<file path="src/rtl/ifu_pkg.sv">
// Shared definitions for the instruction fetch unit: FSM state encoding,
// read-response codes and the default reset PC.
package ifu_pkg;

    typedef enum logic [1:0] {
        IDLE = 2'd0,
        ADDR = 2'd1,
        DATA = 2'd2,
        HOLD = 2'd3
    } ifu_state_e;

    localparam logic [1:0]  RESP_OKAY        = 2'b00;
    localparam logic [31:0] RESET_PC_DEFAULT = 32'h8000_0000;

endpackage

</file>
<file path="src/rtl/ifu_perf_cnt.sv">
// Fetch-unit performance counters: delivered instructions and memory stall
// cycles. Both are 64-bit and wrap naturally. Only instantiated when
// IFU_PERF_CNT_EN is defined.
module ifu_perf_cnt (
    input  logic        clk,
    input  logic        rst,
    input  logic        fetch_inc_i,
    input  logic        stall_inc_i,
    output logic [63:0] perf_fetch_cnt_o,
    output logic [63:0] perf_stall_cnt_o
);

    logic [63:0] fetch_cnt_q, fetch_cnt_d;
    logic [63:0] stall_cnt_q, stall_cnt_d;

    // Increment each counter on its strobe
    always_comb begin
        fetch_cnt_d = fetch_inc_i ? fetch_cnt_q + 64'd1 : fetch_cnt_q;
        stall_cnt_d = stall_inc_i ? stall_cnt_q + 64'd1 : stall_cnt_q;
    end

    // Counter registers
    always_ff @(posedge clk or posedge rst) begin
        if (rst) begin
            fetch_cnt_q <= '0;
            stall_cnt_q <= '0;
        end else begin
            fetch_cnt_q <= fetch_cnt_d;
            stall_cnt_q <= stall_cnt_d;
        end
    end

    assign perf_fetch_cnt_o = fetch_cnt_q;
    assign perf_stall_cnt_o = stall_cnt_q;

endmodule

</file>
<file path="src/rtl/ifu_fetch.sv">
// Instruction fetch stage feeding the IF/ID register. Owns the PC, keeps one
// read outstanding, holds the fetched {pc, inst} until the IF/ID register
// accepts it, and handles redirects. Optional performance counters are
// enabled with the IFU_PERF_CNT_EN macro.
module ifu_fetch
    import ifu_pkg::*;
#(
    parameter int unsigned       ADDR_W   = 32,
    parameter int unsigned       DATA_W   = 32,
    parameter logic [ADDR_W-1:0] RESET_PC = ADDR_W'(RESET_PC_DEFAULT)
) (
    input  logic              clk,
    input  logic              rst,
    output logic              arvalid_o,
    output logic [ADDR_W-1:0] araddr_o,
    input  logic              arready_i,
    input  logic              rvalid_i,
    input  logic [DATA_W-1:0] rdata_i,
    input  logic [1:0]        rresp_i,
    output logic              rready_o,
    output logic              inst_valid_o,
    input  logic              inst_ready_i,
    output logic [ADDR_W-1:0] pc_o,
    output logic [DATA_W-1:0] inst_o,
    output logic              fetch_err_o,
    input  logic              redirect_i,
    input  logic [ADDR_W-1:0] redirect_pc_i
`ifdef IFU_PERF_CNT_EN
    ,
    output logic [63:0]       perf_fetch_cnt_o,
    output logic [63:0]       perf_stall_cnt_o
`endif
);

    ifu_state_e        state_q, state_d;
    logic [ADDR_W-1:0] pc_q, pc_d;
    logic [ADDR_W-1:0] araddr_q, araddr_d;
    logic [ADDR_W-1:0] pc_out_q, pc_out_d;
    logic [DATA_W-1:0] inst_q, inst_d;
    logic              kill_q, kill_d;
    logic              err_q, err_d;
    logic              accept;
    logic [1:0]        unused_redirect_lsbs;

    assign unused_redirect_lsbs = redirect_pc_i[1:0];

    // State register
    always_ff @(posedge clk or posedge rst) begin
        if (rst) begin
            state_q <= IDLE;
        end else begin
            state_q <= state_d;
        end
    end

    // Next-state logic
    always_comb begin
        state_d = state_q;
        case (state_q)
            IDLE: state_d = ADDR;
            ADDR: if (arready_i) state_d = DATA;
            DATA: if (rvalid_i) state_d = (kill_q || redirect_i) ? ADDR : HOLD;
            HOLD: if (inst_ready_i || redirect_i) state_d = ADDR;
            default: state_d = IDLE;
        endcase
    end

    // Handshake outputs decoded from state only
    always_comb begin
        arvalid_o    = (state_q == ADDR);
        rready_o     = (state_q == DATA);
        inst_valid_o = (state_q == HOLD);
    end

    // Datapath next values: PC, kill flag, request address, held instruction.
    // The request address is captured separately from the PC so that a
    // redirect while in ADDR cannot move araddr_o before arready_i.
    always_comb begin
        pc_d     = pc_q;
        araddr_d = araddr_q;
        pc_out_d = pc_out_q;
        inst_d   = inst_q;
        kill_d   = kill_q;
        err_d    = err_q;

        accept = (state_q == DATA) && rvalid_i && !kill_q && !redirect_i;
        if (accept) begin
            inst_d   = rdata_i;
            pc_out_d = pc_q;
            err_d    = (rresp_i != RESP_OKAY);
        end

        if ((state_q == DATA) && rvalid_i) begin
            kill_d = 1'b0;
        end else if (redirect_i && ((state_q == ADDR) || (state_q == DATA))) begin
            kill_d = 1'b1;
        end

        if ((state_q == HOLD) && inst_ready_i) begin
            pc_d = pc_q + ADDR_W'(4);
        end
        if (redirect_i && (state_q != IDLE)) begin
            pc_d = {redirect_pc_i[ADDR_W-1:2], 2'b00};
        end

        if ((state_d == ADDR) && (state_q != ADDR)) begin
            araddr_d = pc_d;
        end
    end

    // Datapath registers
    always_ff @(posedge clk or posedge rst) begin
        if (rst) begin
            pc_q     <= RESET_PC;
            araddr_q <= RESET_PC;
            pc_out_q <= '0;
            inst_q   <= '0;
            kill_q   <= 1'b0;
            err_q    <= 1'b0;
        end else begin
            pc_q     <= pc_d;
            araddr_q <= araddr_d;
            pc_out_q <= pc_out_d;
            inst_q   <= inst_d;
            kill_q   <= kill_d;
            err_q    <= err_d;
        end
    end

    assign araddr_o    = araddr_q;
    assign pc_o        = pc_out_q;
    assign inst_o      = inst_q;
    assign fetch_err_o = err_q;

`ifdef IFU_PERF_CNT_EN
    logic fetch_inc;
    logic stall_inc;

    assign fetch_inc = (state_q == HOLD) && inst_ready_i;
    assign stall_inc = ((state_q == ADDR) && !arready_i) ||
                       ((state_q == DATA) && !rvalid_i);

    ifu_perf_cnt u_perf_cnt (
        .clk              (clk),
        .rst              (rst),
        .fetch_inc_i      (fetch_inc),
        .stall_inc_i      (stall_inc),
        .perf_fetch_cnt_o (perf_fetch_cnt_o),
        .perf_stall_cnt_o (perf_stall_cnt_o)
    );
`endif

endmodule

</file>
<file path="config.mk">
export PLATFORM = sky130hd
export DESIGN_NAME = ifu_fetch
export DESIGN_NICKNAME = d
export VERILOG_FILES = /design/src/rtl/ifu_pkg.sv /design/src/rtl/ifu_perf_cnt.sv /design/src/rtl/ifu_fetch.sv
export SDC_FILE = /design/constraint.sdc
export NUM_CORES = 1
export LEC_CHECK = 0
export ABC_AREA = 0
export CORE_MARGIN = 3
export CORE_UTILIZATION = 30
export DETAILED_ROUTE_END_ITERATION = 12
export SYNTH_ARGS = -nofsm -noshare
export SYNTH_HDL_FRONTEND = slang
export SYNTH_SLANG_ARGS = --single-unit
</file>
<file path="constraint.sdc">
create_clock -name clk -period 4.8 [get_ports clk]
set_input_delay 0.96 -clock clk [delete_from_list [all_inputs] [get_ports clk]]
set_output_delay 0.96 -clock clk [all_outputs]
set_load 0.01 [all_outputs]
</file>
After elaboration in Yosys (flattened, before gate mapping)
Cells that the tools add are included.

Bits in registers: 132. Input port bits: 72. Word-level logic and storage cells: 38. Output and inout port bits: 100.

Add/sub/neg operators: 1. Reduce and logical (&&, ||, !) cells: 16. Equal/unequal tests: 5. Multiplexer cells: 9.

Operators by type and width (count): 32-bit 2-to-1 mux (2); 32-bit by 3-bit adder with 32-bit output (second input constant) (1); 2-bit 2-to-1 mux (4); 2-bit case mux with 4 select lines (1); 1-bit logical AND (7); 2-bit nonzero test (3); 2-bit by 1-bit equality test with 1-bit output (second input constant) (2); 2-bit equality test (second input constant) (2); 1-bit logical OR (3); 1-bit zero test (2); 2-bit zero test (1); 1-bit 2-to-1 mux (2); 2-bit by 1-bit inequality test with 1-bit output (second input constant) (1).

Depth between registers and ports, before layout
Word-level depth: 6. Gate-level depth with buffers: 8. Mapped depth without buffers: 8.

Worst setup path after synthesis
OpenSTA, ideal clock, no wires.

Path type: input to register. From: input rvalid_i. To: register araddr_q[10] (netlist: araddr_o[10]). Path buffers: 1. Stages: 6. Arrival: 2.369 ns. Slack: 2.306 ns. Setup time: 0.125 ns. Cell sequence: nand2_1 or3_1 a21o_1 nand2_1 clkbuf_1 mux2_2.

Cells in the longest elaborated chain, start to end: 4.

Ends and longest elaborated chain: start: declaration (line ifu_fetch.sv:17) `input logic rvalid_i,`; 2-bit 2-to-1 mux (line ifu_fetch.sv:62) `DATA: if (rvalid_i) state_d = (kill_q || redirect_i) ? ADDR : HOLD;`; 2-bit case mux with 4 select lines (line ifu_fetch.sv:59) `case (state_q)`; 2-bit by 1-bit equality test with 1-bit output (line ifu_fetch.sv:106) `if ((state_d == ADDR) && (state_q != ADDR)) begin`; 1-bit logical AND (line ifu_fetch.sv:106); end signal: assignment (line ifu_fetch.sv:122) `araddr_q <= araddr_d;`; end: declaration (line ifu_fetch.sv:37) `logic [ADDR_W-1:0] araddr_q, araddr_d;`.

Every way passes these cells. A chain may end at the register's enable or synchronous reset.

Worst setup path in the final report
From: input inst_ready_i. To: register araddr_q[19] (netlist: araddr_o[19]).

RTL lines: start: declaration (line ifu_fetch.sv:22) `input logic inst_ready_i,`; 1-bit logical AND (line ifu_fetch.sv:99) `if ((state_q == HOLD) && inst_ready_i) begin`; 32-bit 2-to-1 mux (line ifu_fetch.sv:99); 32-bit 2-to-1 mux (line ifu_fetch.sv:102) `if (redirect_i && (state_q != IDLE)) begin`; via pc_d[19] (line ifu_fetch.sv:36) `logic [ADDR_W-1:0] pc_q, pc_d;`.

The timed path passes the listed nets, and every way through them passes these cells.

==> flow_summary_export.csv <==
group,metric,value,unit
global_routing,grt_pass1_vias,4397,
global_routing,grt_pass1_wl,23.68,mm
placed_design,place.detailed.instances,829,
timing,max_clock_freq,335.8,MHz
yosys,synth_cells,445,
cts,cts_repair_resize_count,0,
yosys,synth_top_family_by_area,"multiplexers",
yosys,muxShareOfSynthArea,18.66,%
placed_design,gpl.final_weighted_congestion,0.7752,
routing,routed_wirelength_normalized_by_instance_count,17.26,µm
finish,layout.filler_cells,1686,
setup_path,worstPathArrival,3.32,ns
yosys,synth-async-reset-ratio,100.0,%
cts,numClockSinks,132,
cts,clock_insertion_delay_worst_skew,0.41,ns
yosys,complex_gate_fraction_of_the_synthesized_area,6.425,%
routing,drc_errors,0,
routing,drtAntennaViolNets,0,
setup_path,worstSetupPathType,"input pin to flip-flop",
yosys,synth.net_count,524,
yosys,yosys_warnings,0,
yosys,synth-main-ff-cell,"sky130_fd_sc_hd__dfrtp_1",
job,maxCapViolations,0,
floorplan,floorplan.io_pins,172,
global_routing,met3_usage,4.960,%
finish,antennaDiodeCount,0,
yosys,post_synth_main_area_contributors,"sky130_fd_sc_hd__dfrtp_1 57%, sky130_fd_sc_hd__mux2_2 18%, sky130_fd_sc_hd__nand2_1 1.7%",
timing,drv_slew,0,
setup_path,setup.worst_path.start_class,"input pin",
worst_hold_path,holdCritPathClass,"flip-flop to flip-flop",
floorplan,die_w,144.2,µm
cts,clockBufferDepth,2,
timing,report.final.setup_viol,0,
yosys,synth_simple_gate_area_share,11.19,%
cts,clk_transition_reported_paths,0.06,ns
cts,tritoncts_clock_tree,"done",
global_routing,grt_most_used_layer,"met2",
yosys,distinct_cell_type_count_of_the_synthesized_netlist,44,
timing,timing.final.crit_period,2.978,ns
status,status,"finished clean",
global_routing,globalRouteOverflowTotal,0,
timing,rsz0062_at_grt,"false",
cts,cts-buffers-inserted,17,
pwr,p_sw,1.631,mW
yosys,mappedNetlistArea,5725,µm²
global_routing,grt.total_usage,14.72,%
pwr,ir_drop,0.0003164,V
timing,final-hold-violation-count,0,
timing,slew_hr,45.78,%
floorplan,chipHeight,144.2,µm
floorplan,start_util,31.23,%
yosys,average_cell_area_after_synthesis,12.87,µm²
pwr,share_of_power_burned_in_registers,36.0,%
yosys,synth.ff_latch_count,132,
pwr,power_leakage,3.549,nW
finish,layoutNonFillerInstCount,861,
yosys,ys_seq_area_share,57.74,%
setup_path,end_kind,"flip-flop",
yosys,synth_top_cell_by_area,"sky130_fd_sc_hd__dfrtp_1",
placed_design,dpl_worst_slack,1.371,ns
floorplan,dieArea,20780,µm²
floorplan,core_area,18330,µm²
global_routing,maximum_number_of_pins_on_one_net_before_global_route_repair,90,
timing,slew_of_the_pin_with_the_lowest_slew_margin,0.8133,ns
cts,clock_tree.root_cell,"sky130_fd_sc_hd__clkbuf_16",
pwr,powerDensity,617.4,nW/µm²
placed_design,placement.io_buffers,169,
floorplan,standard_cell_rows,49,
pwr,internal_power,3.509,mW
pwr,clock_power_share,27.9,%
finish,syn_to_layout_area_delta,45.41,%
setup_path,cp_max_fo,18,
yosys,adder_cell_share_of_the_synthesized_area,1.530,%
routing,routed-via-count,4200,
global_routing,global_route.usage.met1,18.56,%
placed_design,place_hpwl,10.66,mm
yosys,synth_largest_type_area_fraction,56.82,%
yosys,synthXorXnorAreaFrac,1.989,%
pwr,swShare,31.73,%
routing,drt-vias-per-instance,4.878,
routing,drt_iter0_markers,135,
timing,final.period_utilization,62.04,%
pwr,share_comb_of_total_power,36.1,%
timing,finalClockSkew,0.007913,ns
yosys,synth.cells.most_frequent,"130 x sky130_fd_sc_hd__dfrtp_1, 93 x sky130_fd_sc_hd__mux2_2, 26 x sky130_fd_sc_hd__nand2_1",
finish,final_net_count,698,
yosys,number_of_synthesized_flops_with_an_enable_pin,0,
timing,finalWorstSetupSlack,1.822,ns
global_routing,grt_util_met2,24.23,%
finish,post_route_cells_drive_above_1_share,23.58,%
routing,wl,14.87,mm
timing,summed_negative_setup_slack_over_all_endpoints,0,ns
cts,cts_hold_buffers_added,0,
yosys,post-synth-top-count-cell,"sky130_fd_sc_hd__dfrtp_1",
cts,cts_setup_buffers,0,
setup_path,cp_required,5.15,ns
global_routing,antenna_found_initial,0,
cts,cts.htree.levels,4,
routing,dr.pass1.iters,5,
-- power by group through the flow --
stage,registers [mW],clock network [mW],logic [mW]
after global routing,1.91,1.53,2.03
after detailed placement,1.87,0,1.88
after floorplan,1.90,0,0.940
after CTS,1.85,1.48,1.88
after global placement,1.85,0,1.85
final,1.85,1.44,1.85
-- sequential cells by signal, summed over array words and instances (netlist names) --
| signal | cells |
|---|---|
| inst_o | 32 |
| pc_q | 32 |
| pc_o | 32 |
| state_q | 2 |
| kill_q | 1 |
| fetch_err_o | 1 |
| araddr_o | 32 |
-- cells in the final DEF (no fill, tap or decap), types with 3 or more instances in the layout --
cell type / instances
sky130_fd_sc_hd__o21ai_0: 19
sky130_fd_sc_hd__o31ai_1: 11
sky130_fd_sc_hd__o211ai_1: 4
sky130_fd_sc_hd__a31oi_1: 15
sky130_fd_sc_hd__nor4_1: 3
sky130_fd_sc_hd__dfrtp_1: 130
sky130_fd_sc_hd__xnor2_1: 5
sky130_fd_sc_hd__mux2_2: 93
sky130_fd_sc_hd__clkdlybuf4s50_1: 169
sky130_fd_sc_hd__or4_2: 3
sky130_fd_sc_hd__clkinvlp_4: 4
sky130_fd_sc_hd__nand4_1: 10
sky130_fd_sc_hd__nand2_1: 26
sky130_fd_sc_hd__clkbuf_16: 17
sky130_fd_sc_hd__inv_1: 6
sky130_fd_sc_hd__nor2_1: 22
sky130_fd_sc_hd__or4_1: 7
sky130_fd_sc_hd__xor2_1: 8
sky130_fd_sc_hd__and2_1: 4
sky130_fd_sc_hd__bufinv_16: 5
sky130_fd_sc_hd__a21oi_1: 5
sky130_fd_sc_hd__nand3_1: 8
sky130_fd_sc_hd__ha_1: 7
sky130_fd_sc_hd__and3_1: 7
sky130_fd_sc_hd__buf_4: 6
-- per-stage QoR --
stage | util [%] | cell area, µm² | hold WS [ns] | power (mW)
5_1_grt | 45.42 | 8325 | 0.5210 | 5.472
4_1_cts | 45.42 | 8325 | 0.5055 | 5.214
6_report | 45.42 | 8325 | 0.4970 | 5.140
2_1_floorplan | - | 5725 | 0.4677 | 2.845
3_3_place_gp | 41.82 | 7666 | 0.4775 | 3.700
3_5_place_dp | 41.82 | 7666 | 0.4914 | 3.745
-- worst paths after layout --
kind / from / end / slack [ns] / depth (start not counted)
max: inst_ready_i / araddr_o[19] / 1.82 / 6
min: araddr_o[27] / araddr_o[27] / 0.50 / 1
max reg2reg: state_q[0] / araddr_o[1] / 2.06 / 8
min reg2reg: araddr_o[27] / araddr_o[27] / 0.50 / 1
max in group asynchronous: rst / pc_q[7] / 2.88 / 3
min in group asynchronous: rst / inst_o[29] / 1.09 / 2
-- final cells by class --
| class | instances | area (µm²) | area share (%) |
|---|---|---|---|
| timing repair buffer | 176 | 1757 | 21.10 |
| multi-input combinational | 285 | 2286 | 27.46 |
| inverter | 7 | 31.28 | 0.3757 |
| clock inverter | 12 | 202.7 | 2.435 |
| tap | 229 | 286.5 | 3.442 |
| clock buffer | 20 | 456.7 | 5.485 |
| sequential | 132 | 3306 | 39.71 |
-- worst max-delay path: stages --
cell and delay [ns]:
sky130_fd_sc_hd__clkdlybuf4s50_1 0.52, sky130_fd_sc_hd__and4_1 0.39, sky130_fd_sc_hd__nand4_4 0.32, sky130_fd_sc_hd__or4_2 0.72, sky130_fd_sc_hd__a31oi_1 0.23, sky130_fd_sc_hd__mux2_2 0.18
-- metal layers --
metal | vias up | routed length, µm
li1 | 1976 | -
met3 | 10 | 937
met1 | 2097 | 6545
met5 | - | 0
met4 | 0 | 140
met2 | 117 | 7241
-- kinds of logic (layout without fill, tap and decap cells) --
kind of cell,after synthesis,count (layout)
AOI/OAI and AO/OA,59,59
xor gates and xnor gates,13,13
adders and majority gates,7,7
buffers and inverters,28,215
DFF,132,132
muxes,95,95
and+or+nand+nor,111,111
(Power assumes the default switching activity.)
